<file path="src/rtl/instr_decode_queue.sv">
// Instruction queue between fetch and execute with a combinational decode of the head entry.
// Optional feature macro: RV_M_EXT_EN (treats R-format func7 = 0000001, the MUL/DIV group, as legal).

module idq_decode #(
  parameter int XLEN = 32
) (
  input  logic [31:0]     instr,
  output logic [2:0]      fmt,
  output logic [XLEN-1:0] imm,
  output logic            illegal
);
  typedef enum logic [2:0] {
    FMT_R    = 3'd0,
    FMT_I    = 3'd1,
    FMT_S    = 3'd2,
    FMT_B    = 3'd3,
    FMT_U    = 3'd4,
    FMT_J    = 3'd5,
    FMT_NONE = 3'd7
  } fmt_e;

  fmt_e        fmt_c;
  logic [6:0]  opcode, func7;
  logic [2:0]  func3;
  logic [31:0] imm32;

  assign opcode = instr[6:0];
  assign func3  = instr[14:12];
  assign func7  = instr[31:25];

  always_comb begin
    fmt_c = FMT_NONE;
    case (opcode)
      7'b0110011:                                      fmt_c = FMT_R;
      7'b0010011, 7'b0000011, 7'b1100111, 7'b0001111,
      7'b1110011:                                      fmt_c = FMT_I;
      7'b0100011:                                      fmt_c = FMT_S;
      7'b1100011:                                      fmt_c = FMT_B;
      7'b0110111, 7'b0010111:                          fmt_c = FMT_U;
      7'b1101111:                                      fmt_c = FMT_J;
      default:                                         fmt_c = FMT_NONE;
    endcase
  end

  assign fmt = fmt_c;

  always_comb begin
    imm32 = '0;
    case (fmt_c)
      FMT_I:   imm32 = {{20{instr[31]}}, instr[31:20]};
      FMT_S:   imm32 = {{20{instr[31]}}, instr[31:25], instr[11:7]};
      FMT_B:   imm32 = {{20{instr[31]}}, instr[7], instr[30:25], instr[11:8], 1'b0};
      FMT_U:   imm32 = {instr[31:12], 12'b0};
      FMT_J:   imm32 = {{12{instr[31]}}, instr[19:12], instr[20], instr[30:21], 1'b0};
      default: imm32 = '0;
    endcase
  end

  // Every 32-bit form already carries instr[31] in bit 31, so widening is a plain sign fill.
  always_comb begin
    imm = '0;
    if (fmt_c != FMT_R && fmt_c != FMT_NONE) begin
      imm       = {XLEN{instr[31]}};
      imm[31:0] = imm32;
    end
  end

  always_comb begin
    illegal = (fmt_c == FMT_NONE) || (instr[1:0] != 2'b11);
    if (fmt_c == FMT_R) begin
      case (func7)
        7'b0000000: ;
        7'b0100000: if (func3 != 3'b000 && func3 != 3'b101) illegal = 1'b1;
`ifdef RV_M_EXT_EN
        7'b0000001: ;
`else
        7'b0000001: illegal = 1'b1;
`endif
        default:    illegal = 1'b1;
      endcase
    end
    // Shift-right immediates: RV64 spends instr[25] on the 6-bit shamt.
    if (opcode == 7'b0010011 && func3 == 3'b101) begin
      if (XLEN == 32) begin
        if (instr[31:25] != 7'b0000000 && instr[31:25] != 7'b0100000) illegal = 1'b1;
      end else begin
        if (instr[31:26] != 6'b000000 && instr[31:26] != 6'b010000) illegal = 1'b1;
      end
    end
  end
endmodule

module instr_decode_queue #(
  parameter int XLEN  = 32,
  parameter int DEPTH = 4,
  parameter int CNT_W = $clog2(DEPTH+1)
) (
  input  logic             clk,
  input  logic             rst_n,
  input  logic             flush,
  input  logic             in_valid,
  output logic             in_ready,
  input  logic [31:0]      in_instr,
  input  logic [XLEN-1:0]  in_pc,
  output logic             out_valid,
  input  logic             out_ready,
  output logic [XLEN-1:0]  out_pc,
  output logic [6:0]       out_opcode,
  output logic [2:0]       out_func3,
  output logic [6:0]       out_func7,
  output logic [4:0]       out_rs1,
  output logic [4:0]       out_rs2,
  output logic [4:0]       out_rd,
  output logic [2:0]       out_fmt,
  output logic [XLEN-1:0]  out_imm,
  output logic             out_illegal,
  output logic [CNT_W-1:0] count
);
  localparam int PTR_W = $clog2(DEPTH);

  typedef struct packed {
    logic [31:0]     instr;
    logic [XLEN-1:0] pc;
  } entry_t;

  entry_t [DEPTH-1:0] mem;
  entry_t             head;
  logic [PTR_W-1:0]   wr_ptr, rd_ptr;
  logic               push, pop;
  logic [2:0]         dec_fmt;
  logic [XLEN-1:0]    dec_imm;
  logic               dec_illegal;

  // in_ready looks only at occupancy, so a full queue never takes a word even while popping.
  assign in_ready  = (count < CNT_W'(DEPTH));
  assign out_valid = (count != '0);
  assign push      = in_valid && in_ready && !flush;
  assign pop       = out_valid && out_ready && !flush;

  always_ff @(posedge clk) begin
    if (!rst_n || flush) begin
      wr_ptr <= '0;
      rd_ptr <= '0;
      count  <= '0;
    end else begin
      if (push) wr_ptr <= wr_ptr + 1'b1;
      if (pop)  rd_ptr <= rd_ptr + 1'b1;
      case ({push, pop})
        2'b10:   count <= count + 1'b1;
        2'b01:   count <= count - 1'b1;
        default: count <= count;
      endcase
    end
  end

  always_ff @(posedge clk) begin
    if (push) mem[wr_ptr] <= '{instr: in_instr, pc: in_pc};
  end

  assign head = mem[rd_ptr];

  idq_decode #(.XLEN(XLEN)) u_dec (
    .instr   (head.instr),
    .fmt     (dec_fmt),
    .imm     (dec_imm),
    .illegal (dec_illegal)
  );

  always_comb begin
    out_pc      = '0;
    out_opcode  = '0;
    out_func3   = '0;
    out_func7   = '0;
    out_rs1     = '0;
    out_rs2     = '0;
    out_rd      = '0;
    out_fmt     = '0;
    out_imm     = '0;
    out_illegal = 1'b0;
    if (out_valid) begin
      out_pc      = head.pc;
      out_opcode  = head.instr[6:0];
      out_func3   = head.instr[14:12];
      out_func7   = head.instr[31:25];
      out_rs1     = head.instr[19:15];
      out_rs2     = head.instr[24:20];
      out_rd      = head.instr[11:7];
      out_fmt     = dec_fmt;
      out_imm     = dec_imm;
      out_illegal = dec_illegal;
    end
  end
endmodule

</file>
<file path="config.mk">
export PLATFORM = sky130hd
export DESIGN_NAME = instr_decode_queue
export DESIGN_NICKNAME = d
export VERILOG_FILES = /design/src/rtl/instr_decode_queue.sv
export SDC_FILE = /design/constraint.sdc
export NUM_CORES = 1
export LEC_CHECK = 0
export ABC_AREA = 1
export ABC_CLOCK_PERIOD_IN_PS = 5100
export BUFFER_PORTS_ARGS = -buffer_cell sky130_fd_sc_hd__buf_4
export CORE_ASPECT_RATIO = 0.7
export CORE_MARGIN = 10
export CORE_UTILIZATION = 25
export CTS_CLUSTER_SIZE = 14
export DETAILED_ROUTE_END_ITERATION = 16
export PLACE_DENSITY_LB_ADDON = 0.12
export RECOVER_POWER = 50
export SLEW_MARGIN = 10
export SYNTH_ARGS = -nofsm -noshare
export SYNTH_HDL_FRONTEND = slang
export SYNTH_SLANG_ARGS = --single-unit
</file>
<file path="constraint.sdc">
create_clock -name clk -period 5.1 [get_ports clk]
set_input_delay 1.02 -clock clk [delete_from_list [all_inputs] [get_ports clk]]
set_output_delay 1.02 -clock clk [all_outputs]
set_load 0.02 [all_outputs]
</file>
# After elaboration in Yosys (flattened, before gate mapping)
# Cells that the tools add are included.
# word_totals
regBits,263
out_inout_bits,105
wordCells,90
# op_classes
addsub,4
magnitude_cmp,4
n_eq_ne,25
muxes,24
reduce_logical,22
# ops
operator,n
$bwmux W256,1
$pmux W32 S5,1
$bmux W64 S2,1
$demux W64 S2,1
$mux W64,2
$mux W32,3
$eq A7 B6 Y1 const B,4
$eq A7 B7 Y1 const B,4
$pmux W3 S6,1
$mux W5,3
$eq A7 B5 Y1 const B,2
$mux W7,2
$eq A3 B3 Y1 const B,4
$logic_and A1 B1 Y1,9
$reduce_bool A3 Y1,3
$eq A7 B2 Y1 const B,1
$eq A7 B4 Y1 const B,1
$logic_not A7 Y1,1
$ne A7 B6 Y1 const B,1
$reduce_bool A7 Y1,1
$eq A3 B2 Y1 const B,2
$lt A2 B3 Y1 const B,2
$mux W3,2
$ne A3 B3 Y1 const B,2
other kinds (18),25

# Depth between registers and ports, before layout
# Gate-level depths: netlist of the first run.
# depth
word_depth,13
ltp_mapped,21
depth_no_buf,18

# Modules after synthesis
# Synthesis of the first run repeated with hierarchy kept, for this count alone.
# unflattened
hier_cells,1168
hier_area_um2,11771.3
# modules_own_cells
mod,n_inst,cells_each,area_per_inst_um2,seq_area_each_um2
instr_decode_queue,1,960,10849.2,7827.5
idq_decode,1,208,922.1,0.0

# Worst setup path after synthesis of the first run
# No wires, ideal clock.
# synth_timing
path_kind,input to register
startpoint,input port flush
endpoint,register mem[0] (netlist name) (enable)
setup_time_ns,0.487
arrival_ns,4.046
required_ns,4.613
slack_ns,0.567
stages,3
n_path_buf,0
path_cell_list,inv_1 nand3_1 nor2_1
# synth_between
elab_chain_len,2
# synth_lines
element,line_no,rtl
start: declaration,100,"input logic flush,"
$logic_not A1 Y1,137,assign push = in_valid && in_ready && !flush;
$logic_and A1 B1 Y1,137,
end signal: indexed assignment,157,"if (push) mem[wr_ptr] <= '{instr: in_instr, pc: in_pc};"
end: declaration,126,entry_t [DEPTH-1:0] mem;
# No other way between the ends.
# A chain may end at the register's enable or synchronous reset.

# Worst setup path after layout of the first run
# layout_timing
startpoint,register rd_ptr[1]
endpoint,output port out_imm[26]
# layout_between
elab_chain_len,9
elab_cells_between_ends,27
# layout_lines
element,line_no,rtl
start: declaration,128,"logic [PTR_W-1:0] wr_ptr, rd_ptr;"
start signal: assignment,147,if (pop) rd_ptr <= rd_ptr + 1'b1;
$bmux W64 S2 *,160,assign head = mem[rd_ptr];
$mux W64 (implied by the code) *,160,
"$eq A7 B2 Y1, or another cell as far along",33,case (opcode)
$reduce_or A5 Y1 or $reduce_or A2 Y1 (tied branches),33,
$pmux W3 S6,33,
"$eq A3 B3 Y1, or another cell as far along",49,case (fmt_c)
$pmux W32 S5 or $logic_and A1 B1 Y1 (tied branches),"49, 62",
$mux W32 *,62,if (fmt_c != FMT_R && fmt_c != FMT_NONE) begin
$mux W32 *,180,if (out_valid) begin
end: declaration,115,"output logic [XLEN-1:0] out_imm,"
# Mark *: on every way between the ends. The rest lies on a longest branch, timed or not. The select of a mux whose other input is x is not followed.

==> summary.log, run 1 <==
[cells_and_area] proportion of layout cells with a drive suffix above 1 17.09%
[run_status] violated checks capacitance limit, slew limit
[critical_path] source of the critical timing path rd_ptr[1]
[sta] Slew headroom -38.34%
[placed_design] last weighted congestion value of the routability-driven placer 0.7882
[min_path] Hold WC Path Type reg2reg
[synth] post-synthesis instance area 11,450 µm²
[clocking] CTS H-tree lvls 1
[critical_path] arrival time of data at the critical path endpoint 3700 ps
[drt] number of nets with antenna violations after detailed routing 0
[critical_path] critical path endpoint category primary output
[floorplan] effective utilization at floorplan 25.38%
[grt] maximum number of pins on one net before global-route repair 53
[floorplan] count of pins on the block boundary 174
[drt] first drt pass iteration count 5
[clocking] clock tree buffer depth 3
[synth] number of instances in the synthesized netlist 1,046
[floorplan] Die ar. 54,920 µm²
[critical_path] Critical Path, Cell by Cell inv_4, buf_4, nand2_1, nand2_1, nand2_1, nor2_2, nand2_1, nand2_2, nand2_1, nor2_4, nand3_2, nor3_1, nor2_1, nor2_1, buf_4
[placed_design] Post-Place Cell Area 13,450 µm²
[clocking] clock latency reported for the late side of the worst-skew pair 560 ps
[synth] average cell area after synthesis 10.95 µm²
[min_path] critical hold path startpoint count[0]
[run] max-capacitance violation count 3
[synth] cell taking the most area after synthesis sky130_fd_sc_hd__edfxtp_1
[sta] Total Negative Setup Slacks 0 ps
[floorplan] core box area 45,140 µm²
[drt] Post-route DRC 0
[critical_path] category of the worst setup path launch point register
[sta] slew at the pin closest to its max-slew limit 2075 ps
[drt] total wire length after detailed routing 34,800 µm
[critical_path] worst path buffer plus inverter count 3
[sta] final hold slack 516.3 ps
[synth] cell with the most instances after synthesis sky130_fd_sc_hd__edfxtp_1
[placed_design] Port Buffer Count 173
[grt] total gr overflow 0
[synth] Warnings, synthesis 0
[clocking] CTS root buf sky130_fd_sc_hd__clkbuf_16
[clocking] Inserted Clock Buffers 29
[floorplan] y dimension of the die 199.1 µm
[clocking] Num Clock Sinks 263
[drt] number of DRC violations after detailed-routing iteration 0 413
[critical_path] most frequent cell on the critical path sky130_fd_sc_hd__nand2_1
[pwr] leakage power total 5.154 nW
[synth] area share of the largest cell type after synthesis 67.11%
[critical_path] Crit Path Category reg2out
[sta] RSZ-0062 raised after global routing no
[sta] Final Setup Violations 0
[synth] synthesized net count 1,122
[pwr] total power per unit cell area 335.8 nW/µm²
[grt] overall routing resource usage 12.39%
[critical_path] Critical Path Fanout Max 49
[floorplan] number of standard-cell rows in the floorplan 65
[sta] number of hold violations in the final report 0
[grt] global-route wire length before repair 52,250 µm
[grt] number of antenna violations at the first check in global routing 1
[cells_and_area] area growth from synthesis to layout 23.28%
[critical_path] source of the worst register-to-register timing path count[2]
[drt] number of vias per cell 4.407
[sta] maximum achievable frequency 211.8 MHz
[placed_design] detailed-placement wirelength estimate 22,610 µm
[drt] via total after detailed routing 8,104
[run_status] run status finished with violations
[critical_path] CP max stage cell sky130_fd_sc_hd__buf_4
[cells_and_area] post-layout instance area 14,120 µm²
[critical_path] required time at the endpoint of the critical path 4080 ps
[critical_path] Max stage delay on crit path 550 ps
[sta] min Tclk post-route 4722 ps
[synth] main area contributors after synthesis sky130_fd_sc_hd__edfxtp_1 (67%), sky130_fd_sc_hd__nor2_1 (7.7%), sky130_fd_sc_hd__nand2_1 (6.4%)
[critical_path] gate family responsible for the most delay along the worst path simple AND/OR/NAND/NOR gates
[clocking] TritonCTS clock tree done
[sta] Final Max Tran Viols 94
[sta] largest clock skew in the final design 10.10 ps
[pwr] worst-case vdd ir drop 0.1936 mV
[clocking] Reg clk slew, reported paths 60 ps
[synth] share of flip-flops with an asynchronous set or reset 0%
[synth] Main synth FF type sky130_fd_sc_hd__edfxtp_1
[synth] register area share after synthesis 68.33%
[synth] top cells by instance count after synthesis sky130_fd_sc_hd__edfxtp_1 (256), sky130_fd_sc_hd__nor2_1 (234), sky130_fd_sc_hd__nand2_1 (195)
[synth] Post-synth EDFFs 256
[synth] FF+latch count, synth 263
[cells_and_area] net count reported at finish 1,289
[floorplan] horizontal die dimension 275.8 µm
[grt] vias in the first global route 8,221
[sta] period utilisation layout 92.60%
[synth] post-synth cell types 38
[drt] Wirelength per Cell 18.92 µm
## final cells by class
| class | instances | area, µm² |
|---|---|---|
| flip-flops and latches | 263 | 7835 |
| clock inverters | 21 | 170.2 |
| diodes | 1 | 2.502 |
| fillers | 4706 | 31020 |
| well taps | 603 | 754.5 |
| multi-input cells | 678 | 3208 |
| repair buffers | 193 | 1215 |
| clock buffers | 32 | 737.0 |
| inverters | 48 | 198.9 |
## where the power goes
| group | total, mW | leakage (nW) | switching, mW | internal (mW) |
|---|---|---|---|---|
| combinational | 0.299 | 2.33 | 0.210 | 0.0894 |
| sequential | 2.42 | 2.38 | 0.00915 | 2.41 |
| clock | 2.02 | 0.438 | 0.880 | 1.14 |
## routing by layer
| metal | share of wire (%) | track usage [%] | wire (µm) | vias to the layer above |
|---|---|---|---|---|
| met5 | 0 | 0 | 0 | - |
| met4 | 1.7 | 2.290 | 583 | 0 |
| met3 | 5.5 | 2.759 | 1920 | 41 |
| met2 | 46 | 20.52 | 16120 | 177 |
| met1 | 46 | 16.46 | 16180 | 3941 |
| li1 | - | - | - | 3945 |
## kinds of logic after synthesis
logic type | share of synthesized area, %
AOI/OAI and AO/OA | 8.280
adders and majority gates | 0.8301
buffers and inverters | 3.987
DFF | 68.33
and+or+nand+nor | 18.57
## final timing paths
path	slack [ps]	to	depth (start not counted)
worst max-delay path	380	out_imm[26]	15
worst min-delay path	520	count[0]	2
worst max register to register	2050	mem[182]	4
worst min register to register	520	count[0]	2
## metrics by stage
| step | worst slack [ps] | power, mW | std cells | util [%] |
|---|---|---|---|---|
| after CTS | 18.19 | 4.849 | 1837 | 31.80 |
| after global placement | 698.2 | 2.795 | 1784 | 29.79 |
| after floorplan | 567.4 | 2.622 | 1046 | - |
| final | 377.6 | 4.741 | 1839 | 31.28 |
| after global routing | 51.63 | 4.935 | 1838 | 31.28 |
| after detailed placement | 640.1 | 2.793 | 1784 | 29.79 |
## worst reg2reg max path: stages (launching register included)
cell and delay, ps:
sky130_fd_sc_hd__dfxtp_1 330, sky130_fd_sc_hd__inv_1 100, sky130_fd_sc_hd__nand3_1 440, sky130_fd_sc_hd__nor2_4 230, sky130_fd_sc_hd__clkbuf_1 1500
## what timing repair did
| action | in CTS | in global routing |
|---|---|---|
| setup endpoints to repair | 0 | 33 |
| setup buffers | 0 | 1 |
| hold buffers | 0 | 0 |
| resized for setup | 0 | 5 |
## cells in the final DEF, fill, tap and decap left out, drive strengths merged, types with 2 or more instances in the layout
master	Yosys	routed
inv	48	50
nand3	31	31
nand3b	2	2
clkinvlp	0	4
buf	39	121
a211oi	2	2
dfxtp	7	7
nand4	2	2
clkinv	0	13
o21ai	65	65
clkbuf	18	104
nand2	205	205
a21oi	67	67
a31oi	2	2
bufinv	0	2
nor3	13	13
a32o	10	10
edfxtp	256	256
a32oi	14	14
ha	6	6
nor2	251	251
o21bai	2	2
## registers in the layout (all words and copies together), names as in the netlist
register and flops:
count 3, mem 256, rd_ptr 2, wr_ptr 2
Note: power is estimated with default switching activity, not from simulation.
==> run 2: changes to the inputs <==
- ABC_AREA: 1 -> not set
==> summary.log, run 2 <==
[drt] via total after detailed routing 6,175 [-24%]
[clocking] Reg clk slew, reported paths 60 ps [about the same]
[drt] total length of routed met2 wires 14,800 µm [-8.2%]
[grt] overall routing resource usage 11.40% [-0.99 points]
[drt] number of nets with antenna violations after detailed routing 0 [unchanged]
[critical_path] Crit Path Category reg2out
[synth] register area share after synthesis 71.83% [+3.5 points]
[drt] number of vias per cell 4.401 [-0.12%]
[synth] top cells by instance count after synthesis sky130_fd_sc_hd__edfxtp_1 (256), sky130_fd_sc_hd__nor2b_1 (64), sky130_fd_sc_hd__mux4_2 (63)
[placed_design] detailed-placement wirelength estimate 20,560 µm [-9.1%]
[synth] number of instances in the synthesized netlist 593 [-43%]
[cells_and_area] top register by number of flip-flops mem
[synth] post-synth cell types 53 [+39%]
[synth] share of flip-flops with an asynchronous set or reset 0% [unchanged]
[synth] synthesized net count 669 [-40%]
[sta] final hold slack 581.5 ps [+65.22 ps]
[drt] Wirelength per Cell 21.72 µm [+15%]
[sta] min Tclk post-route 4919 ps [+197.1 ps]
[drt] first drt pass iteration count 5 [unchanged]
[critical_path] arrival time of data at the critical path endpoint 3900 ps [+200 ps]
[floorplan] Die ar. 52,470 µm² [-4.5%]
[pwr] total power per unit cell area 342.8 nW/µm² [+2.1%]
[sta] Final Max Tran Viols 54 [-43%]
[grt] maximum number of pins on one net before global-route repair 72 [+36%]
[clocking] Num Clock Sinks 263 [unchanged]
[run] max-capacitance violation count 2 [-1]
[critical_path] required time at the endpoint of the critical path 4080 ps [about the same]
[clocking] Inserted Clock Buffers 29 [unchanged]
[sta] Slew headroom -48.64% [-10 points]
[cells_and_area] commonest non-fill, non-tap cell in the layout sky130_fd_sc_hd__edfxtp_1
[critical_path] worst path buffer plus inverter count 2 [-1]
[synth] cell with the most instances after synthesis sky130_fd_sc_hd__edfxtp_1
[drt] M1 wire length 13,050 µm [-19%]
[synth] cell taking the most area after synthesis sky130_fd_sc_hd__edfxtp_1
[synth] average cell area after synthesis 18.38 µm² [+68%]
[synth] Main synth FF type sky130_fd_sc_hd__edfxtp_1
[grt] total gr overflow 0 [unchanged]
[drt] top layer in use met5
[pwr] worst-case vdd ir drop 0.2276 mV [+18%]
[pwr] Tot Pwr 4.699 mW [-0.90%]
[sta] Final Setup Violations 0 [unchanged]
[synth] post-synthesis instance area 10,900 µm² [-4.9%]
[cells_and_area] area growth from synthesis to layout 25.80%
[floorplan] number of standard-cell rows in the floorplan 63 [-3.1%]
[sta] slew at the pin closest to its max-slew limit 2228 ps [+153.2 ps]
[placed_design] last weighted congestion value of the routability-driven placer 0.7746 [-1.7%]
[floorplan] count of pins on the block boundary 174 [unchanged]
[clocking] CTS root buf sky130_fd_sc_hd__clkbuf_16
[sta] period utilisation layout 96.46% [+3.9 points]
[synth] FF+latch count, synth 263 [unchanged]
[sta] largest clock skew in the final design 7.847 ps [-2.249 ps]
[clocking] clock tree buffer depth 3 [unchanged]
[synth] Post-synth EDFFs 256 [unchanged]
[critical_path] CP max stage cell sky130_fd_sc_hd__mux4_2
[sta] maximum achievable frequency 203.3 MHz [-4.0%]
[floorplan] core box area 42,720 µm² [-5.3%]
[critical_path] critical path endpoint category primary output
[floorplan] effective utilization at floorplan 25.51% [+0.13 points]
[sta] Total Negative Setup Slacks 0 ps [unchanged]
[clocking] TritonCTS clock tree done
[clocking] count of hold buffers inserted by post-cts repair 0 [unchanged]
[cells_and_area] max FFs per register 256 [unchanged]
[critical_path] Max stage delay on crit path 540 ps [about the same]
[pwr] leakage power total 4.339 nW [-16%]
[floorplan] horizontal die dimension 269.5 µm [-2.3%]
[cells_and_area] proportion of layout cells with a drive suffix above 1 32.88% [+16 points]
[grt] number of antenna violations at the first check in global routing 7 [+6]
[run_status] run status finished with violations
[critical_path] category of the worst setup path launch point register
[synth] main area contributors after synthesis sky130_fd_sc_hd__edfxtp_1 (71%), sky130_fd_sc_hd__mux4_2 (13%), sky130_fd_sc_hd__nor2b_1 (3.7%)
[synth] Warnings, synthesis 0 [unchanged]
[critical_path] Critical Path Fanout Max 12 [-76%]
[floorplan] y dimension of the die 194.7 µm [-2.2%]
[drt] Post-route DRC 0 [unchanged]
[sta] number of hold violations in the final report 0 [unchanged]
[clocking] CTS H-tree lvls 1 [unchanged]
[drt] met3 wire length 1982 µm [+3.2%]
[critical_path] gate family responsible for the most delay along the worst path compound AO/OA/AOI/OAI gates
[placed_design] Port Buffer Count 173 [unchanged]
[run_status] violated checks capacitance limit, slew limit
[synth] area share of the largest cell type after synthesis 70.55% [+3.4 points]
[grt] global-route wire length before repair 45,530 µm [-13%]
[critical_path] Critical Path, Cell by Cell mux4_2, buf_4, nor3b_1, o211ai_2, ha_2, a2111oi_1, a311oi_1, a211oi_2, and2_1, buf_4
[grt] vias in the first global route 6,787 [-17%]
[min_path] Hold WC Path Type reg2reg
[cells_and_area] largest registers in the final layout mem: 256 flops, count: 3 flops
[drt] number of DRC violations after detailed-routing iteration 0 432 [+4.6%]
[clocking] clock latency reported for the late side of the worst-skew pair 570 ps [about the same]
[critical_path] most frequent cell on the critical path sky130_fd_sc_hd__buf_4
[cells_and_area] net count reported at finish 870 [-33%]
[drt] total wire length after detailed routing 30,470 µm [-12%]
[cells_and_area] commonest cells after routing, fill and taps aside sky130_fd_sc_hd__edfxtp_1 (256), sky130_fd_sc_hd__buf_4 (131), sky130_fd_sc_hd__clkbuf_1 (71), sky130_fd_sc_hd__nor2b_1 (64), sky130_fd_sc_hd__mux4_2 (63)
[run 2: cell count changes after synthesis, moves of 12 or more]
cell and delta:
sky130_fd_sc_hd__buf_1 -18, sky130_fd_sc_hd__nor2_1 -216, sky130_fd_sc_hd__o21ai_0 -58, sky130_fd_sc_hd__a32oi_1 -13, sky130_fd_sc_hd__inv_1 -34, sky130_fd_sc_hd__nand2_1 -167
sky130_fd_sc_hd__mux4_2 +63, sky130_fd_sc_hd__and2_1 +12, sky130_fd_sc_hd__nor2b_1 +64, sky130_fd_sc_hd__nand3_1 -23, sky130_fd_sc_hd__a21oi_1 -50
[run 2: power by group]
| group | switching [mW] | internal, mW |
|---|---|---|
| registers | 0.00730 | 2.40 |
| logic | 0.145 | 0.0852 |
| clock network | 0.860 | 1.20 |
[run 2: cell families after synthesis]
group | share of synthesized area, %
fa+ha+maj | 0.8726
flops | 71.83
xor+xnor | 0.5626
mux | 13.26
buf+inv | 1.837
simple gates | 8.175
compound gates | 3.456
[run 2: routing by layer]
metal	vias to the layer above	GRT usage [%]
met2	191	19.20
met3	53	3.446
met5	-	0
met4	4	2.440
li1	2751	-
met1	3176	14.24
[run 2: final timing paths]
path / from / end / slack (ps) / cells after the start
max: rd_ptr[0] / out_imm[5] / 180 / 10
min: wr_ptr[0] / wr_ptr[0] / 580 / 2
max reg2reg: count[2] / mem[13] / 1290 / 3
min reg2reg: wr_ptr[0] / wr_ptr[0] / 580 / 2
[run 2: area by class of cell]
cell class | count | area [µm²]
Multi-Input combinational cell | 289 | 2910
Sequential cell | 263 | 7835
Clock buffer | 31 | 733.2
Timing Repair Buffer | 200 | 1242
Antenna cell | 3 | 7.507
Clock inverter | 21 | 206.4
Tap cell | 585 | 732.0
Inverter | 11 | 41.29
Fill cell | 4254 | 29020
[run 2: repair_timing]
| action | in CTS | in global routing |
|---|---|---|
| gates cloned | 0 | 0 |
| setup endpoints to repair | 32 | 32 |
| pin swaps | 1 | 2 |
| gates resized for setup | 5 | 5 |
| setup buffers | 6 | 2 |
| hold endpoints to repair | 0 | 0 |
[run 2: through the flow]
| stage | instances | area (µm²) | util [%] | setup WS [ps] |
|---|---|---|---|---|
| 6_report | 1403 | 13710 | 32.09 | 180.5 |
| 5_1_grt | 1400 | 13700 | 32.07 | -9.208 |
| 4_1_cts | 1398 | 13930 | 32.61 | 25.79 |
| 3_5_place_dp | 1340 | 12930 | 30.27 | 103.9 |
| 3_3_place_gp | 1340 | 12930 | 30.27 | 421.5 |
| 2_1_floorplan | 593 | 10900 | - | 823.3 |
[run 2: worst reg2reg max path, stage by stage, from the launching register on]
cell	delay (ps)
sky130_fd_sc_hd__dfxtp_1	360
sky130_fd_sc_hd__nor3b_1	790
sky130_fd_sc_hd__and2_0	1750
sky130_fd_sc_hd__buf_4	580
==> run 3: changes to the inputs <==
- ABC_CLOCK_PERIOD_IN_PS: 5100 -> 4300
- clock period: 5.1 -> 4.3 ns (I/O delays scaled with it)
==> summary.log, run 3 (synthesized netlist as in run 2, its figures left out) <==
[cells_and_area] net count reported at finish 891 [+2.4%]
[cells_and_area] footprint of the multi-input gates 3206 µm² [+10%]
[critical_path] arrival time of data at the critical path endpoint 3430 ps [-470 ps]
[clocking] CTS H-tree lvls 1 [unchanged]
[critical_path] Critical Path, Cell by Cell buf_8, mux4_2, nand2b_4, nor3_4, inv_2, ha_4, or4b_4, o21ai_4, nand4b_1, a31oi_4, buf_6
[run_status] violated checks capacitance limit, slew limit
[cells_and_area] commonest cells after routing, fill and taps aside sky130_fd_sc_hd__edfxtp_1 (256), sky130_fd_sc_hd__buf_4 (120), sky130_fd_sc_hd__clkbuf_1 (73), sky130_fd_sc_hd__mux4_2 (64), sky130_fd_sc_hd__nor2b_1 (63)
[drt] number of vias per cell 4.460 [+1.3%]
[grt] overall routing resource usage 11.48% [+0.076 points]
[min_path] Hold WC Path Type in2reg
[clocking] Inserted Clock Buffers 28 [-3.4%]
[run_status] run status finished with violations
[critical_path] critical path endpoint category primary output
[critical_path] category of the worst setup path launch point register
[critical_path] required time at the endpoint of the critical path 3440 ps [-640 ps]
[pwr] leakage power total 4.544 nW [+4.7%]
[floorplan] effective utilization at floorplan 25.51% [unchanged]
[sta] Total Negative Setup Slacks 0 ps [unchanged]
[drt] first drt pass iteration count 5 [unchanged]
[cells_and_area] largest registers in the final layout mem: 256 flops, count: 3 flops
[clocking] clock tree buffer depth 3 [unchanged]
[drt] Post-route DRC 0 [unchanged]
[grt] vias in the first global route 6,966 [+2.6%]
[critical_path] Crit Path Category reg2out
[sta] largest clock skew in the final design 6.516 ps [-1.331 ps]
[cells_and_area] commonest non-fill, non-tap cell in the layout sky130_fd_sc_hd__edfxtp_1
[grt] global-route wire length before repair 45,800 µm [+0.61%]
[sta] slew at the pin closest to its max-slew limit 2141 ps [-87.07 ps]
[clocking] count of hold buffers inserted by post-cts repair 0 [unchanged]
[critical_path] worst path buffer plus inverter count 3 [+1]
[cells_and_area] total of fill cells in the finished design 4,158 [-2.3%]
[critical_path] gate family responsible for the most delay along the worst path simple AND/OR/NAND/NOR gates
[sta] maximum achievable frequency 233.0 MHz
[cells_and_area] Seq. cell area 7835 µm² [unchanged]
[floorplan] y dimension of the die 194.7 µm [unchanged]
[cells_and_area] area growth from synthesis to layout 31.35%
[placed_design] last weighted congestion value of the routability-driven placer 0.7632 [-1.5%]
[grt] total gr overflow 0 [unchanged]
[drt] number of DRC violations after detailed-routing iteration 0 339 [-22%]
[clocking] TritonCTS clock tree done
[pwr] Tot Pwr 5.494 mW [+17%]
[floorplan] horizontal die dimension 269.5 µm [unchanged]
[drt] Wirelength per Cell 22.00 µm [+1.3%]
[sta] Final Max Tran Viols 69 [+28%]
[clocking] Num Clock Sinks 263 [unchanged]
[drt] total wire length after detailed routing 31,190 µm [+2.4%]
[run] max-capacitance violation count 2 [unchanged]
[clocking] Reg clk slew, reported paths 60 ps [about the same]
[clocking] clock latency reported for the late side of the worst-skew pair 550 ps [-20 ps]
[floorplan] core box area 42,720 µm² [unchanged]
[cells_and_area] top register by number of flip-flops mem
[clocking] CTS root buf sky130_fd_sc_hd__clkbuf_16
[cells_and_area] proportion of layout cells with a drive suffix above 1 38.94% [+6.1 points]
[cells_and_area] max FFs per register 256 [unchanged]
[sta] min Tclk post-route 4293 ps
[critical_path] Critical Path Fanout Max 5 [-7]
[grt] maximum number of pins on one net before global-route repair 50 [-31%]
[sta] number of hold violations in the final report 0 [unchanged]
[sta] RSZ-0062 raised after global routing yes
[drt] via total after detailed routing 6,324 [+2.4%]
[sta] Slew headroom -42.75% [+5.9 points]
[drt] number of nets with antenna violations after detailed routing 0 [unchanged]
[sta] final hold slack 564.0 ps [-17.47 ps]
[sta] period utilisation layout 99.83%
[placed_design] Port Buffer Count 173 [unchanged]
[grt] number of antenna violations at the first check in global routing 3 [-4]
[critical_path] Max stage delay on crit path 550 ps [about the same]
[floorplan] count of pins on the block boundary 174 [unchanged]
[floorplan] number of standard-cell rows in the floorplan 63 [unchanged]
[pwr] worst-case vdd ir drop 0.2710 mV [+19%]
[critical_path] CP max stage cell sky130_fd_sc_hd__or4b_4
[floorplan] Die ar. 52,470 µm² [unchanged]
[placed_design] detailed-placement wirelength estimate 20,730 µm [+0.83%]
[pwr] total power per unit cell area 383.9 nW/µm² [+12%]
[sta] Final Setup Violations 0 [unchanged]
run 3: per-stage QoR:
| step | cell area [µm²] | std cells | utilization, % | setup WS [ps] |
|---|---|---|---|---|
| floorplan | 10900 | 593 | - | 183.3 |
| global route | 14310 | 1417 | 33.49 | -112.8 |
| CTS | 14230 | 1415 | 33.31 | -0.4305 |
| global placement | 13100 | 1356 | 30.67 | 151.8 |
| detailed placement | 13100 | 1356 | 30.67 | 36.28 |
| finish | 14310 | 1418 | 33.50 | 7.249 |
run 3: worst paths after layout:
path	start	end	slack [ps]	depth (start not counted)
max reg2reg	count[2]	mem[62]	950	4
max	rd_ptr[0]	out_imm[3]	7	11
min	in_instr[2]	mem[98]	560	1
min reg2reg	count[2]	count[2]	570	2
run 3: area by class of cell:
cell class              instances  area share, %
diodes                          1        0.01748
clock buffers                  36          5.105
clock inverters                11         0.9529
inverters                      11         0.2885
multi-input cells             290          22.40
flip-flops and latches        263          54.74
well taps                     585          5.114
repair buffers                221          11.38
run 3: power breakdown:
group	internal (mW)	total, mW	switching (mW)
Combinational	0.112	0.296	0.184
Clock	1.37	2.34	0.971
Sequential	2.85	2.86	0.00831
Total	4.33	5.49	1.16
run 3: routing by layer:
metal	track usage, %	part of all wire (%)	vias to the layer above	wire length, µm
met5	0	0.087	-	27
met4	2.626	2.1	4	669
met3	3.152	5.8	55	1808
met2	19.41	49	187	15240
met1	14.40	43	3287	13450
li1	-	-	2791	-
run 3: worst register-to-register path, stage by stage (launching register included):
cell and delay (ps):
sky130_fd_sc_hd__dfxtp_1 350, sky130_fd_sc_hd__nor3b_1 210, sky130_fd_sc_hd__clkbuf_1 320, sky130_fd_sc_hd__and2_1 1640
sky130_fd_sc_hd__buf_4 500
run 3: timing repair:
item / 4_1_cts / 5_1_grt
resized for setup: 33 / 69
endpoints found under the setup margin: 33 / 34
setup buffers: 11 / 1
gates cloned: 1 / 1
pin swaps: 14 / 21
